<file path="src/rtl/ulpi_pkg.sv">
`default_nettype none
// ============================================================================
//  Module   : ulpi_pkg
//  Purpose  : Shared ULPI link types: FSM state encoding, TXCMD prefixes,
//             transfer kinds and requester identifiers.
//  Revision : 1.0 - initial release
// ============================================================================
package ulpi_pkg;

    typedef enum logic [2:0] {
        ST_IDLE       = 3'd0,
        ST_TXCMD      = 3'd1,
        ST_REG_WDATA  = 3'd2,
        ST_STOP       = 3'd3,
        ST_RD_TURN    = 3'd4,
        ST_RD_DATA    = 3'd5,
        ST_TX_PAYLOAD = 3'd6,
        ST_PHY_OWN    = 3'd7
    } state_t;

    typedef enum logic [1:0] {
        OP_REGW = 2'd0,
        OP_REGR = 2'd1,
        OP_TX   = 2'd2
    } op_t;

    typedef enum logic {
        GNT_REG = 1'b0,
        GNT_TX  = 1'b1
    } gnt_t;

    localparam logic [1:0] C_PFX_REGW     = 2'b10;
    localparam logic [1:0] C_PFX_REGR     = 2'b11;
    localparam logic [3:0] C_PFX_TRANSMIT = 4'b0100;

endpackage
`default_nettype wire

</file>
<file path="src/rtl/ulpi_link_arbiter_if.sv">
`default_nettype none
// ============================================================================
//  Module   : ulpi_link_arbiter_if
//  Purpose  : ULPI bus, register-access and packet-transmit signal bundle.
//  Revision : 1.0 - initial release
// ============================================================================
interface ulpi_link_arbiter_if;
    logic       ulpi_dir;
    logic       ulpi_nxt;
    logic [7:0] ulpi_data_in;
    logic [7:0] ulpi_data_out;
    logic       ulpi_data_oe;
    logic       ulpi_stp;

    logic       reg_req;
    logic       reg_wr;
    logic [5:0] reg_addr;
    logic [7:0] reg_wdata;
    logic [7:0] reg_rdata;
    logic       reg_done;

    logic       tx_req;
    logic [3:0] tx_pid;
    logic [7:0] tx_data;
    logic       tx_valid;
    logic       tx_last;
    logic       tx_ready;
    logic       tx_done;

    logic       err;

    // Link side
    modport master (
        input  ulpi_dir, ulpi_nxt, ulpi_data_in,
        output ulpi_data_out, ulpi_data_oe, ulpi_stp,
        input  reg_req, reg_wr, reg_addr, reg_wdata,
        output reg_rdata, reg_done,
        input  tx_req, tx_pid, tx_data, tx_valid, tx_last,
        output tx_ready, tx_done,
        output err
    );

    // PHY and requester side
    modport slave (
        output ulpi_dir, ulpi_nxt, ulpi_data_in,
        input  ulpi_data_out, ulpi_data_oe, ulpi_stp,
        output reg_req, reg_wr, reg_addr, reg_wdata,
        input  reg_rdata, reg_done,
        output tx_req, tx_pid, tx_data, tx_valid, tx_last,
        input  tx_ready, tx_done,
        input  err
    );
endinterface
`default_nettype wire

</file>
<file path="src/rtl/ulpi_rr_arb.sv">
`default_nettype none
// ============================================================================
//  Module   : ulpi_rr_arb
//  Purpose  : Two-requester round-robin grant with a last-grant register.
//  Revision : 1.0 - initial release
// ============================================================================
module ulpi_rr_arb
    import ulpi_pkg::*;
(
    input  wire logic clk,
    input  wire logic rst,
    input  wire logic i_req_reg,
    input  wire logic i_req_tx,
    input  wire logic i_update,
    input  wire gnt_t i_done_gnt,
    output logic      o_valid,
    output gnt_t      o_gnt
);

    gnt_t r_last;

    // Priority moves only on completion, so aborted attempts keep their turn.
    always_ff @(posedge clk or posedge rst) begin
        if (rst) begin
            r_last <= GNT_TX;
        end else if (i_update) begin
            r_last <= i_done_gnt;
        end
    end

    always_comb begin
        o_valid = i_req_reg | i_req_tx;
        o_gnt   = GNT_TX;
        if (i_req_reg && i_req_tx) begin
            o_gnt = (r_last == GNT_TX) ? GNT_REG : GNT_TX;
        end else if (i_req_reg) begin
            o_gnt = GNT_REG;
        end
    end

endmodule
`default_nettype wire

</file>
<file path="src/rtl/ulpi_link_arbiter.sv">
`default_nettype none
// ============================================================================
//  Module   : ulpi_link_arbiter
//  Purpose  : ULPI link-side bus owner sharing the PHY between register
//             accesses and packet transmission.
//  Revision : 1.0 - initial release
// ============================================================================
module ulpi_link_arbiter
    import ulpi_pkg::*;
#(
    parameter int NXT_TIMEOUT = 255
)
(
    input  wire logic          usb_clkin,
    input  wire logic          rst,
    ulpi_link_arbiter_if.master ulpi
);

    localparam int                 C_CNT_W    = $clog2(NXT_TIMEOUT + 1);
    localparam logic [C_CNT_W-1:0] C_CNT_LAST = C_CNT_W'(NXT_TIMEOUT - 1);

    state_t             r_state;
    op_t                r_op;
    gnt_t               r_gnt;
    logic [7:0]         r_txcmd;
    logic [7:0]         r_wdata;
    logic [C_CNT_W-1:0] r_cnt;
    logic               r_turn;
    logic [7:0]         r_reg_rdata;
    logic               r_reg_done;
    logic               r_tx_done;
    logic               r_err;

    logic               w_gnt_valid;
    gnt_t               w_gnt;
    logic               w_tx_ready;
    logic [7:0]         w_data_out;
    logic               w_oe;
    logic               w_stp;

    ulpi_rr_arb u_rr_arb (
        .clk        (usb_clkin),
        .rst        (rst),
        .i_req_reg  (ulpi.reg_req),
        .i_req_tx   (ulpi.tx_req),
        .i_update   (r_reg_done | r_tx_done),
        .i_done_gnt (r_gnt),
        .o_valid    (w_gnt_valid),
        .o_gnt      (w_gnt)
    );

    assign w_tx_ready = (r_state == ST_TX_PAYLOAD) & ulpi.tx_valid
                      & ulpi.ulpi_nxt & ~ulpi.ulpi_dir;

    always_ff @(posedge usb_clkin or posedge rst) begin
        if (rst) begin
            r_state     <= ST_IDLE;
            r_op        <= OP_REGW;
            r_gnt       <= GNT_TX;
            r_txcmd     <= 8'h00;
            r_wdata     <= 8'h00;
            r_cnt       <= '0;
            r_turn      <= 1'b0;
            r_reg_rdata <= 8'h00;
            r_reg_done  <= 1'b0;
            r_tx_done   <= 1'b0;
            r_err       <= 1'b0;
        end else begin
            r_reg_done <= 1'b0;
            r_tx_done  <= 1'b0;
            r_err      <= 1'b0;
            if (r_state != ST_PHY_OWN) begin
                r_turn <= 1'b0;
            end
            case (r_state)
                ST_IDLE: begin
                    r_cnt <= '0;
                    if (ulpi.ulpi_dir) begin
                        r_state <= ST_PHY_OWN;
                    end else if (w_gnt_valid) begin
                        r_gnt   <= w_gnt;
                        r_state <= ST_TXCMD;
                        if (w_gnt == GNT_TX) begin
                            r_op    <= OP_TX;
                            r_txcmd <= {C_PFX_TRANSMIT, ulpi.tx_pid};
                        end else begin
                            r_op    <= ulpi.reg_wr ? OP_REGW : OP_REGR;
                            r_txcmd <= {ulpi.reg_wr ? C_PFX_REGW : C_PFX_REGR,
                                        ulpi.reg_addr};
                            r_wdata <= ulpi.reg_wdata;
                        end
                    end
                end
                ST_TXCMD: begin
                    if (ulpi.ulpi_dir) begin
                        r_state <= ST_PHY_OWN;
                    end else if (ulpi.ulpi_nxt) begin
                        case (r_op)
                            OP_REGW: r_state <= ST_REG_WDATA;
                            OP_REGR: r_state <= ST_RD_TURN;
                            default: r_state <= ST_TX_PAYLOAD;
                        endcase
                    end else if (r_cnt == C_CNT_LAST) begin
                        // Unresponsive PHY: finish the request so the requester is not stuck.
                        r_err      <= 1'b1;
                        r_reg_done <= (r_gnt == GNT_REG);
                        r_tx_done  <= (r_gnt == GNT_TX);
                        r_state    <= ST_STOP;
                    end else begin
                        r_cnt <= r_cnt + C_CNT_W'(1);
                    end
                end
                ST_REG_WDATA: begin
                    if (ulpi.ulpi_dir) begin
                        r_state <= ST_PHY_OWN;
                    end else if (ulpi.ulpi_nxt) begin
                        r_reg_done <= 1'b1;
                        r_state    <= ST_STOP;
                    end
                end
                ST_STOP: begin
                    r_state <= ST_IDLE;
                end
                ST_RD_TURN: begin
                    if (ulpi.ulpi_dir) begin
                        r_state <= ST_RD_DATA;
                    end
                end
                ST_RD_DATA: begin
                    r_reg_rdata <= ulpi.ulpi_data_in;
                    r_reg_done  <= 1'b1;
                    r_state     <= ST_PHY_OWN;
                end
                ST_TX_PAYLOAD: begin
                    if (ulpi.ulpi_dir) begin
                        r_state <= ST_PHY_OWN;
                    end else if (w_tx_ready && ulpi.tx_last) begin
                        r_tx_done <= 1'b1;
                        r_state   <= ST_STOP;
                    end
                end
                ST_PHY_OWN: begin
                    // One extra low-DIR cycle before the link may drive again.
                    if (ulpi.ulpi_dir) begin
                        r_turn <= 1'b0;
                    end else if (!r_turn) begin
                        r_turn <= 1'b1;
                    end else begin
                        r_state <= ST_IDLE;
                    end
                end
                default: r_state <= ST_IDLE;
            endcase
        end
    end

    always_comb begin
        w_data_out = 8'h00;
        w_oe       = 1'b0;
        w_stp      = 1'b0;
        case (r_state)
            ST_TXCMD: begin
                w_oe       = 1'b1;
                w_data_out = r_txcmd;
            end
            ST_REG_WDATA: begin
                w_oe       = 1'b1;
                w_data_out = r_wdata;
            end
            ST_STOP: begin
                w_oe  = 1'b1;
                w_stp = 1'b1;
            end
            ST_TX_PAYLOAD: begin
                w_oe = 1'b1;
                if (ulpi.tx_valid) begin
                    w_data_out = ulpi.tx_data;
                end
            end
            default: ;
        endcase
    end

    assign ulpi.ulpi_data_out = w_data_out;
    assign ulpi.ulpi_data_oe  = w_oe;
    assign ulpi.ulpi_stp      = w_stp;
    assign ulpi.reg_rdata     = r_reg_rdata;
    assign ulpi.reg_done      = r_reg_done;
    assign ulpi.tx_ready      = w_tx_ready;
    assign ulpi.tx_done       = r_tx_done;
    assign ulpi.err           = r_err;

endmodule
`default_nettype wire
</file>
<file path="src/flat_wrapper.sv">
// flat-port wrapper written by rule: the top's interface ports become plain ports
module ulpi_link_arbiter_flat import ulpi_pkg::*;
#(
    parameter int NXT_TIMEOUT = 255
)
  (usb_clkin, rst, ulpi_ulpi_dir, ulpi_ulpi_nxt, ulpi_ulpi_data_in, ulpi_ulpi_data_out, ulpi_ulpi_data_oe, ulpi_ulpi_stp, ulpi_reg_req, ulpi_reg_wr, ulpi_reg_addr, ulpi_reg_wdata, ulpi_reg_rdata, ulpi_reg_done, ulpi_tx_req, ulpi_tx_pid, ulpi_tx_data, ulpi_tx_valid, ulpi_tx_last, ulpi_tx_ready, ulpi_tx_done, ulpi_err);
  ulpi_link_arbiter_if ulpi_i ();
  input  wire logic usb_clkin;
  input  wire logic rst;
  input wire logic [$bits(ulpi_i.ulpi_dir)-1:0] ulpi_ulpi_dir;
  input wire logic [$bits(ulpi_i.ulpi_nxt)-1:0] ulpi_ulpi_nxt;
  input wire logic [$bits(ulpi_i.ulpi_data_in)-1:0] ulpi_ulpi_data_in;
  output wire logic [$bits(ulpi_i.ulpi_data_out)-1:0] ulpi_ulpi_data_out;
  output wire logic [$bits(ulpi_i.ulpi_data_oe)-1:0] ulpi_ulpi_data_oe;
  output wire logic [$bits(ulpi_i.ulpi_stp)-1:0] ulpi_ulpi_stp;
  input wire logic [$bits(ulpi_i.reg_req)-1:0] ulpi_reg_req;
  input wire logic [$bits(ulpi_i.reg_wr)-1:0] ulpi_reg_wr;
  input wire logic [$bits(ulpi_i.reg_addr)-1:0] ulpi_reg_addr;
  input wire logic [$bits(ulpi_i.reg_wdata)-1:0] ulpi_reg_wdata;
  output wire logic [$bits(ulpi_i.reg_rdata)-1:0] ulpi_reg_rdata;
  output wire logic [$bits(ulpi_i.reg_done)-1:0] ulpi_reg_done;
  input wire logic [$bits(ulpi_i.tx_req)-1:0] ulpi_tx_req;
  input wire logic [$bits(ulpi_i.tx_pid)-1:0] ulpi_tx_pid;
  input wire logic [$bits(ulpi_i.tx_data)-1:0] ulpi_tx_data;
  input wire logic [$bits(ulpi_i.tx_valid)-1:0] ulpi_tx_valid;
  input wire logic [$bits(ulpi_i.tx_last)-1:0] ulpi_tx_last;
  output wire logic [$bits(ulpi_i.tx_ready)-1:0] ulpi_tx_ready;
  output wire logic [$bits(ulpi_i.tx_done)-1:0] ulpi_tx_done;
  output wire logic [$bits(ulpi_i.err)-1:0] ulpi_err;
  assign ulpi_i.ulpi_dir = ulpi_ulpi_dir;
  assign ulpi_i.ulpi_nxt = ulpi_ulpi_nxt;
  assign ulpi_i.ulpi_data_in = ulpi_ulpi_data_in;
  assign ulpi_ulpi_data_out = ulpi_i.ulpi_data_out;
  assign ulpi_ulpi_data_oe = ulpi_i.ulpi_data_oe;
  assign ulpi_ulpi_stp = ulpi_i.ulpi_stp;
  assign ulpi_i.reg_req = ulpi_reg_req;
  assign ulpi_i.reg_wr = ulpi_reg_wr;
  assign ulpi_i.reg_addr = ulpi_reg_addr;
  assign ulpi_i.reg_wdata = ulpi_reg_wdata;
  assign ulpi_reg_rdata = ulpi_i.reg_rdata;
  assign ulpi_reg_done = ulpi_i.reg_done;
  assign ulpi_i.tx_req = ulpi_tx_req;
  assign ulpi_i.tx_pid = ulpi_tx_pid;
  assign ulpi_i.tx_data = ulpi_tx_data;
  assign ulpi_i.tx_valid = ulpi_tx_valid;
  assign ulpi_i.tx_last = ulpi_tx_last;
  assign ulpi_tx_ready = ulpi_i.tx_ready;
  assign ulpi_tx_done = ulpi_i.tx_done;
  assign ulpi_err = ulpi_i.err;
  ulpi_link_arbiter #(.NXT_TIMEOUT(NXT_TIMEOUT)) u_core (.usb_clkin(usb_clkin), .rst(rst), .ulpi(ulpi_i));
endmodule
</file>
<file path="config.mk">
export PLATFORM = sky130hd
export DESIGN_NAME = ulpi_link_arbiter_flat
export DESIGN_NICKNAME = d
export VERILOG_FILES = /design/src/rtl/ulpi_pkg.sv /design/src/rtl/ulpi_link_arbiter_if.sv /design/src/rtl/ulpi_rr_arb.sv /design/src/rtl/ulpi_link_arbiter.sv /design/src/flat_wrapper.sv
export SDC_FILE = /design/constraint.sdc
export NUM_CORES = 1
export LEC_CHECK = 0
export BUFFER_PORTS_ARGS = -buffer_cell sky130_fd_sc_hd__buf_4
export CAP_MARGIN = 0
export CORE_UTILIZATION = 55
export CTS_CLUSTER_DIAMETER = 200
export DETAILED_ROUTE_END_ITERATION = 8
export GPL_TIMING_DRIVEN = 0
export PLACE_DENSITY = 0.84
export SYNTH_ARGS = -nofsm -noshare
export SYNTH_HDL_FRONTEND = slang
export SYNTH_SLANG_ARGS = --single-unit
export TNS_END_PERCENT = 100
</file>
<file path="constraint.sdc">
create_clock -name usb_clkin -period 3 [get_ports usb_clkin]
set_clock_uncertainty 0.15 [all_clocks]
set_input_delay 0.3 -clock usb_clkin [delete_from_list [all_inputs] [get_ports usb_clkin]]
set_output_delay 0.3 -clock usb_clkin [all_outputs]
set_load 0.03 [all_outputs]
</file>
==> impl_metrics.yaml <==
setup_path:
  crit_path_top_delay_cell: "nor2_1"
  crit_type: "reg -> out"
  crit_fanout: 9
  crit_buf_inv: 3
  path_cells: "or2_2 -> clkbuf_1 -> nor2_1 -> a222oi_1 -> inv_1 -> buf_4"
  cp-end-kind: "primary output"
  arrival_ns: 2.36
  cp-start-kind: "flip-flop"
  slowest_delay_ns: 0.60
  crit_family: "simple AND/OR/NAND/NOR gates"
  cp_data_required_time_ns: 2.55
detailed_routing:
  vias_per_cell: 5.86
  routed_wirelength_um: 5040
  ant_nets: 0
  avgRoutedWirePerCell_um: 15.6
  num_vias: 1893
  drt_iter0_drc: 184
  firstDrtPassIters: 4
  drcViolationCount: 0
outcome:
  status: "complete, no violations"
flow_run:
  drv_cap: 0
cts:
  cts_htree_levels: 2
  cts_sinks: 43
  ctsHoldBuffers: 0
  postCtsResizedCells: 0
  cts_tree: "yes"
  root_buffer: "clkbuf_8"
  cts_buffers: 5
  clockBufferDepth: 2
  cts_setup_buffers: 0
  clkLatencyLatePin_ns: 0.29
  clkSlewWorstSetupHoldPaths_ns: 0.08
cells_and_area:
  syn2layout_area_growth_pct: 29.1
  drive_gt1_share_pct: 38.5
  fillCellCount: 267
  fin_area_sq_um: 2820
  diodes: 0
  nets: 319
  utilization_pct: 75.4
global_routing:
  grt_max_degree: 44
  grt_pass1_wl_um: 8290
  grt_pass1_vias: 1819
  antenna_found_initial: 0
  grtUsageTotal_pct: 26.0
  grt_overflow: 0
yosys:
  ys_warn_count: 0
  ys_seq_area_share_pct: 49.3
  synth.ff_latch_count: 43
  synth_cell_type_count: 48
  yosys.area.top_type_share_pct: 46.9
  synth_area_leader_cell: "dfrtp_1"
  syn-mean-instance-area_sq_um: 10.8
  async_reset_ff_share_pct: 100
  synth_edf_count: 0
  synth_nets: 248
  netlist_instances: 203
  mappedNetlistArea_sq_um: 2190
  ys.flop_type: "dfrtp_1"
  synth_area_leaders: "dfrtp_1 (47%), mux2_2 (8.2%), a222oi_1 (3.7%), nor2_1 (3.4%), dfstp_2 (2.4%)"
power:
  power_density_nw_per_um2: 913
  vdd_ir_drop_max_uv: 621
  leakagePower_nw: 1.39
floorplan:
  core_area_sq_um: 3740
  design.die.area_sq_um: 4230
  die_x_um: 65.0
  design.portCount: 65
  placementRows: 22
  start_util_pct: 58.4
  die_h_um: 65.0
hold_path:
  worst_hold_path_type: "in -> reg"
placed_design:
  placed_cell_area_sq_um: 2730
  dp_hpwl_um: 3740
  io_buffers: 64
  place.gp.congestion: 0.797
sta:
  rsz0062_at_grt: "no"
  tightest_slew_ns: 0.862
  period_share_pct: 93.5
  maxSlewViolCount: 0
  max_freq_ghz: 0.356
  setup_tns_ns: 0
  slew_headroom_pct: 42.5
  setup_viol: 0
  period_minus_slack_ns: 2.81
  finalHoldViolations: 0
[cell usage after synthesis, types with 2 or more instances]
master,instances
clkbuf_1,5
nand2b_1,5
buf_2,2
a222oi_1,8
o21ai_0,8
nand3_1,5
a311oi_1,2
a22o_1,4
inv_1,13
dfstp_2,2
a21oi_1,4
buf_6,4
dfrtp_1,41
nand2_1,11
nor2_1,20
a221oi_1,2
ha_1,2
o31ai_1,3
nor3_1,2
mux2_2,16
and3_1,2
and3b_1,3
a22oi_1,5
xor2_1,4
or2_2,3
o211ai_1,4
a21boi_0,2
[routing by layer]
metal | part of all wire (%) | global-route usage (%) | vias to the layer above
met1 | 43 | 35.3 | 923
met5 | 0 | 0 | -
met2 | 49 | 41.9 | 75
met3 | 7.5 | 5.99 | 7
li1 | - | - | 888
met4 | 0.79 | 6.52 | 0
[worst paths after layout]
check,cells after the start,endpoint,slack [ns],start
max,6,ulpi_ulpi_data_out[6],0.19,u_core.r_state[1]$_DFFE_PP0P_
min,2,u_core.r_txcmd[6]$_DFFE_PP0P_,0.02,ulpi_reg_wr
max reg2reg,5,u_core.r_wdata[4]$_DFFE_PP0P_,0.71,u_core.u_rr_arb.r_last$_DFFE_PP1P_
min reg2reg,1,u_core.u_rr_arb.r_last$_DFFE_PP1P_,0.28,u_core.ulpi.reg_done$_DFF_PP0_
max in group asynchronous,2,u_core.ulpi.err$_DFF_PP0_,2.11,rst
min in group asynchronous,2,u_core.ulpi.reg_rdata[2]$_DFFE_PP0P_,0.03,rst
[final cells by class]
cell class	instances	area [sq um]	share of cell area (%)
tap	48	60.1	2.13
buffer	11	73.8	2.62
timing repair buffer	64	480	17.0
inverter	14	52.6	1.86
clock buffer	6	82.6	2.93
clock inverter	2	13.8	0.488
sequential	43	1080	38.2
multi-input combinational	135	981	34.8
[worst reg2reg max path: stages, from the launching register on]
cell	delay (ns)
dfstp_2	0.54
inv_1	0.06
a21boi_0	0.58
nor2b_4	0.34
buf_6	0.18
mux2_2	0.35
[where the power goes]
group | leakage (nW) | switching [W] | total, W | internal, W
Combinational | 0.809 | 0.000679 | 0.00120 | 0.000525
Clock | 0.0516 | 0.000194 | 0.000383 | 0.000188
Sequential | 0.528 | 0.000165 | 0.000991 | 0.000827
[kinds of logic after synthesis]
| family | synth area share [%] |
|---|---|
| compound gates | 17.3 |
| xor+xnor | 1.60 |
| fa+ha+maj | 1.14 |
| buf+inv | 5.78 |
| flops | 49.3 |
| mux | 8.24 |
| simple gates | 16.5 |
[per-stage QoR]
step | cells | worst slack (ns) | power (W) | hold WS [ns]
after global placement | 315 | 0.555 | 0.00216 | 0.266
final | 323 | 0.194 | 0.00258 | 0.0199
after global routing | 323 | 0.0494 | 0.00273 | 0.0201
after detailed placement | 315 | 0.545 | 0.00220 | 0.276
after floorplan | 203 | 0.962 | 0.00180 | 0.235
after CTS | 323 | 0.204 | 0.00259 | 0.0131
[flip-flops by register name, indices dropped and copies added, names as in the netlist]
signal / flops
u_core.r_cnt: 8
u_core.r_txcmd: 8
u_core.r_wdata: 8
u_core.ulpi.reg_rdata: 8
u_core.r_state: 3
u_core.r_op: 2
u_core.r_gnt: 1
u_core.r_turn: 1
u_core.u_rr_arb.r_last: 1
u_core.ulpi.err: 1
u_core.ulpi.reg_done: 1
u_core.ulpi.tx_done: 1
[cells in the final DEF (no fill, tap or decap), types with 3 or more instances in the layout]
cell	count
a21oi_1	4
a222oi_1	8
a22o_1	4
a22oi_1	5
and3b_1	3
buf_4	64
buf_6	4
clkbuf_1	5
clkbuf_8	6
dfrtp_1	41
inv_1	12
mux2_2	16
nand2_1	11
nand2b_1	5
nand3_1	5
nor2_1	20
o211ai_1	4
o21ai_0	8
o31ai_1	3
or2_2	3
xor2_1	4
No activity file was read; power rests on OpenSTA's default activity.
